$ cat src/rtl/instr_fetch_unit.sv
// -----------------------------------------------------------------------------
// instr_fetch_unit
//   Fetch stage feeding the decoder. Holds a word-addressed instruction memory,
//   a fetch program counter and an IDLE/RUN/HALT controller. While running it
//   presents one registered instruction per un-stalled cycle, together with its
//   byte address and the decoder field slices.
//
// Ports
//   clk          in   rising-edge clock for all state
//   reset        in   synchronous, active-high
//   load_en      in   write load_data into imem[load_addr] (IDLE only)
//   load_addr    in   word index into imem
//   load_data    in   instruction word to store
//   start        in   IDLE->RUN, HALT->IDLE
//   stall        in   freeze fetch this cycle (RUN only)
//   instr        out  current instruction (registered)
//   pc           out  byte address of instr
//   instr_valid  out  instr and fields hold a fetched instruction
//   Op/funct3/funct7/rd/rs1/rs2  out  slices of instr
//   halt         out  high while in HALT
// -----------------------------------------------------------------------------
module instr_fetch_unit #(
  parameter int          IMEM_DEPTH = 64,
  parameter logic [31:0] RESET_PC   = 32'h0,
  parameter logic [31:0] HALT_INSTR = 32'h0000_0073,
  localparam int         AW         = $clog2(IMEM_DEPTH)
) (
  input  logic          clk,
  input  logic          reset,
  input  logic          load_en,
  input  logic [AW-1:0] load_addr,
  input  logic [31:0]   load_data,
  input  logic          start,
  input  logic          stall,
  output logic [31:0]   instr,
  output logic [31:0]   pc,
  output logic          instr_valid,
  output logic [6:0]    Op,
  output logic [2:0]    funct3,
  output logic [6:0]    funct7,
  output logic [4:0]    rd,
  output logic [4:0]    rs1,
  output logic [4:0]    rs2,
  output logic          halt
);

  // Low two bits of the start address are forced to zero (word aligned).
  localparam logic [31:0] START_PC = {RESET_PC[31:2], 2'b00};

  typedef enum logic [1:0] {
    ST_IDLE = 2'd0,
    ST_RUN  = 2'd1,
    ST_HALT = 2'd2
  } state_t;

  state_t        state_q;
  logic [31:0]   fetch_pc_q;
  logic [31:0]   fetch_pc_d;
  logic [31:0]   instr_q;
  logic [31:0]   pc_q;
  logic          instr_valid_q;
  logic          halt_q;

  logic [31:0]   imem [IMEM_DEPTH];
  logic [AW-1:0] fetch_idx;
  logic [31:0]   fetch_word;
  logic          halt_hit;

  assign fetch_idx  = fetch_pc_q[AW+1:2];
  assign fetch_word = imem[fetch_idx];
  assign fetch_pc_d = fetch_pc_q + 32'd4;

  // Stop on the ecall word, or on the last memory slot so fetch never wraps.
  assign halt_hit = (fetch_word == HALT_INSTR) ||
                    (fetch_idx == AW'(IMEM_DEPTH - 1));

  // Memory is only writable from IDLE; reset suppresses the write too.
  always_ff @(posedge clk) begin
    if (!reset && (state_q == ST_IDLE) && load_en) begin
      imem[load_addr] <= load_data;
    end
  end

  always_ff @(posedge clk) begin
    if (reset) begin
      state_q       <= ST_IDLE;
      fetch_pc_q    <= START_PC;
      instr_q       <= 32'h0;
      pc_q          <= 32'h0;
      instr_valid_q <= 1'b0;
      halt_q        <= 1'b0;
    end else begin
      case (state_q)
        ST_IDLE: begin
          if (start) begin
            state_q <= ST_RUN;
          end
        end
        ST_RUN: begin
          if (!stall) begin
            instr_q       <= fetch_word;
            pc_q          <= fetch_pc_q;
            instr_valid_q <= 1'b1;
            if (halt_hit) begin
              // Final word is still presented; fetch_pc stays put.
              state_q <= ST_HALT;
              halt_q  <= 1'b1;
            end else begin
              fetch_pc_q <= fetch_pc_d;
            end
          end
        end
        ST_HALT: begin
          instr_valid_q <= 1'b0;
          if (start) begin
            state_q    <= ST_IDLE;
            fetch_pc_q <= START_PC;
            halt_q     <= 1'b0;
          end
        end
        default: begin
          state_q <= ST_IDLE;
        end
      endcase
    end
  end

  assign instr       = instr_q;
  assign pc          = pc_q;
  assign instr_valid = instr_valid_q;
  assign halt        = halt_q;

  assign Op     = instr_q[6:0];
  assign rd     = instr_q[11:7];
  assign funct3 = instr_q[14:12];
  assign rs1    = instr_q[19:15];
  assign rs2    = instr_q[24:20];
  assign funct7 = instr_q[31:25];

endmodule

$ cat config.mk
export PLATFORM = sky130hd
export DESIGN_NAME = instr_fetch_unit
export DESIGN_NICKNAME = d
export VERILOG_FILES = /design/src/rtl/instr_fetch_unit.sv
export SDC_FILE = /design/constraint.sdc
export NUM_CORES = 2
export LEC_CHECK = 0
export CAP_MARGIN = 20
export CORE_MARGIN = 3
export CORE_UTILIZATION = 30
export CTS_CLUSTER_SIZE = 10
export DETAILED_ROUTE_END_ITERATION = 12
export GPL_TIMING_DRIVEN = 1
export PLACE_DENSITY_LB_ADDON = 0.3
export SKIP_CTS_REPAIR_TIMING = 1
export SLEW_MARGIN = 10
export SYNTH_ARGS = -nofsm -noshare
export SYNTH_HDL_FRONTEND = slang
export SYNTH_SLANG_ARGS = --single-unit
export TNS_END_PERCENT = 10
$ cat constraint.sdc
create_clock -name clk -period 5.2 [get_ports clk]
set_input_delay 1.56 -clock clk [delete_from_list [all_inputs] [get_ports clk]]
set_output_delay 1.56 -clock clk [all_outputs]
set_load 0.02 [all_outputs]
==> results.ini <==
[status]
outcome = finished, violations left
violations = setup timing

[worst_hold_path]
holdPathEnd = pc[24]
min-delay-start = pc[24]
holdPathStages = 2
hold_class = reg -> reg

[layout]
area_growth_pct = 18.9
final_util_pct = 35.9
fin_area_um2 = 98500
drive_above_1_share_pct = 23.4
fin_nets = 4798

[synthesis]
synthXorXnorAreaFrac_pct = 0
synthAdderAreaFrac_pct = 0.0151
synth_seq_area_share_pct = 76.7
synth_cells = 4261
ys_top_cells_by_area = edfxtp_1 (74%), mux4_2 (9.2%), mux2i_1 (4.7%), dfxtp_1 (2.5%), a22oi_1 (1.4%)
syn-cell-area_um2 = 82800
ys_async_sr_fraction_pct = 0
ys.flop_type = edfxtp_1
synth_compound_area_share_pct = 3.99
syn_avg_cell_area_um2 = 19.4
synth_top_family_by_area = multiplexers
yosysTopAreaCellShare_pct = 74.2
synth_common_cells = edfxtp_1 (2048), mux2i_1 (387), mux4_2 (340), nand2_1 (207), nor2_1 (163)
yosys.area_share.simple_pct = 3.35
ys_ff_latch = 2150
yosysWarnings = 0
synth_cell_types = 69
synth_edf_count = 2048
synthMuxAreaShare_pct = 14.1
synth_most_common_cell = edfxtp_1
synth_top_area_cell = edfxtp_1

[floorplanning]
core_area_um2 = 274000
die_x_um = 532
rows = 192
ios = 141
dieHeight_um = 532
initial_core_util_pct = 30.2
die_area_um2 = 282000

[setup_path]
crit_fanout = 21
r2r_cells = 13
rrSetupSlack_ns = -0.09
crit_required_ns = 5.97
endpoint_kind = register
arrival_ns = 6.06
cp-start-kind = register
criticalPathCategory = reg -> reg

[clock_network]
cts.sinks = 2150
htree_levels = 4
root_buffer = clkbuf_16
cts_tree = done
clk_latency_ns = 0.90
clk_path_buf_depth = 3
numCtsBuffers = 237
clkTransAtPathRegs_ns = 0.06

[global_route]
grt_pass1_wl_um = 364000
grt.total_usage_pct = 18.2
grt_overflow = 0
antenna_found_initial = 29
grt_max_degree = 70
grt_pass1_vias = 44145

[placed_design]
io_buffers = 138
dpl-instance-area_um2 = 91300
dp_hpwl_um = 161000
place_congestion = 0.824

[route]
via_per_inst = 5.31
avgRoutedWirePerCell_um = 31.0
drc_errors = 0
num_vias = 45333
detail-route-antenna-nets = 0
routed_wl_um = 265000
drtIter0Drc = 6075
first_pass_iters = 7

[sta]
period_share_pct = 102
max_freq_mhz = 189
slew_headroom_pct = 18.5
postLayoutSetupSlackWorst_ns = -0.0932
tightest_slew_ns = 1.22
rsz0062_at_grt = false
period_needed_ns = 5.29
report.final.slew_viol_count = 0
hold_violations = 0
skew_ns = 0.0543
finalSetupViolCount = 8

[power]
p_leak_uw = 0.0299
power_density_nw_per_um2 = 358
peakVddDrop_v = 0.000313

[run]
maxCapViolCount = 0

==> per-layer routing <==
| layer | track usage [%] | vias to the layer above | part of all wire (%) | wire (µm) |
|---|---|---|---|---|
| met2 | 29.0 | 2121 | 47 | 124000 |
| li1 | - | 18363 | - | - |
| met3 | 3.26 | 335 | 8.5 | 22400 |
| met5 | 0 | - | 0.025 | 65 |
| met1 | 25.6 | 24502 | 42 | 111000 |
| met4 | 4.84 | 12 | 2.5 | 6710 |
==> worst max path at each step <==
stage	startpoint	end	slack, ns	cells past startpoint
6_report	register	register	-0.09	13
5_1_grt	register	fetch_pc_q[31]	0.03	13
3_3_place_gp	register	register	-0.65	14
4_1_cts	register	fetch_pc_q[31]	-0.65	14
3_5_place_dp	register	register	-0.63	14
2_1_floorplan	reset	imem[59][0]	0.85	5
==> report_power, final <==
part           total [µW]  internal, µW  switching [µW]  leakage [µW]
clock               14900          8290            6630       0.00320
combinational        1330           490             840       0.00751
sequential          19000         19000            28.9        0.0192
==> flip-flops by register name, summed over array words and instances, names as in the netlist, named ones only <==
signal       flops
fetch_pc_q      30
halt             1
imem          2048
instr           32
instr_valid      1
pc              30
state_q          2
==> cells in the final DEF (no fill, tap or decap), types with 6 or more instances in the layout <==
master / synthesis / routed
a2111oi_0: 6 / 6
a211oi_1: 12 / 12
a21o_1: 6 / 6
a21oi_1: 81 / 80
a221oi_1: 11 / 11
a22oi_1: 152 / 151
a31oi_1: 23 / 22
a32oi_1: 9 / 9
and2_1: 23 / 22
and3_1: 16 / 16
buf_12: 0 / 84
buf_2: 83 / 31
buf_4: 65 / 302
clkbuf_1: 89 / 70
clkbuf_16: 0 / 237
clkdlybuf4s50_1: 0 / 105
clkinv_16: 0 / 12
dfxtp_1: 102 / 97
diode_2: 0 / 9
edfxtp_1: 2048 / 2048
mux2_2: 17 / 17
mux2i_1: 387 / 387
mux4_2: 340 / 340
nand2_1: 207 / 207
nand2b_1: 11 / 9
nand3_1: 72 / 72
nand4_1: 16 / 16
nor2_1: 163 / 96
nor2_4: 0 / 65
nor2b_1: 21 / 18
nor3_1: 34 / 33
nor4_1: 14 / 13
o211ai_1: 8 / 8
o21ai_0: 30 / 28
o21ba_1: 7 / 7
o22ai_1: 82 / 82
o31a_1: 7 / 7
==> per-stage QoR <==
| step | setup slack [ns] | hold slack (ns) | power (µW) | TNS [ns] | instances |
|---|---|---|---|---|---|
| after floorplan | 0.852 | 0.440 | 20000 | 0 | 4262 |
| after global placement | -0.648 | 0.449 | 20600 | -14.54 | 8169 |
| after detailed placement | -0.632 | 0.448 | 20700 | -14.05 | 8171 |
| after CTS | -0.650 | 0.455 | 35500 | -14.62 | 8502 |
| after global routing | 0.0261 | 0.475 | 36300 | 0 | 8533 |
| final | -0.0932 | 0.453 | 35300 | -0.480 | 8541 |
==> final cells by class <==
class	instances	area [µm²]
clock buffers	309	6220
fillers	25332	176000
inverters	8	31.3
well taps	3686	4610
multi-input cells	1831	18400
diodes	9	22.5
flip-flops and latches	2150	63600
repair buffers	526	5230
clock inverters	22	457
==> logic make-up (layout without fill, tap and decap cells) <==
family	Yosys count	count (layout)
DFF	2150	2150
muxes	744	744
and+or+nand+nor	606	606
AOI/OAI and AO/OA	478	478
buffers and inverters	281	865
adders and majority gates	1	1
other	1	11
==> worst max-delay path, cell delays in order (launching register included) <==
cell and delay [ns]:
dfxtp_4 0.61, buf_12 0.18, buf_6 0.27, mux4_2 0.35
mux2_2 0.28, nand2_1 0.28, o211ai_1 0.57, a211o_1 0.54
nor4_2 0.45, nand4_1 0.29, or4_1 0.51, buf_4 0.19
nor2b_1 0.27, mux2_2 0.33
(Power assumes the default switching activity.)
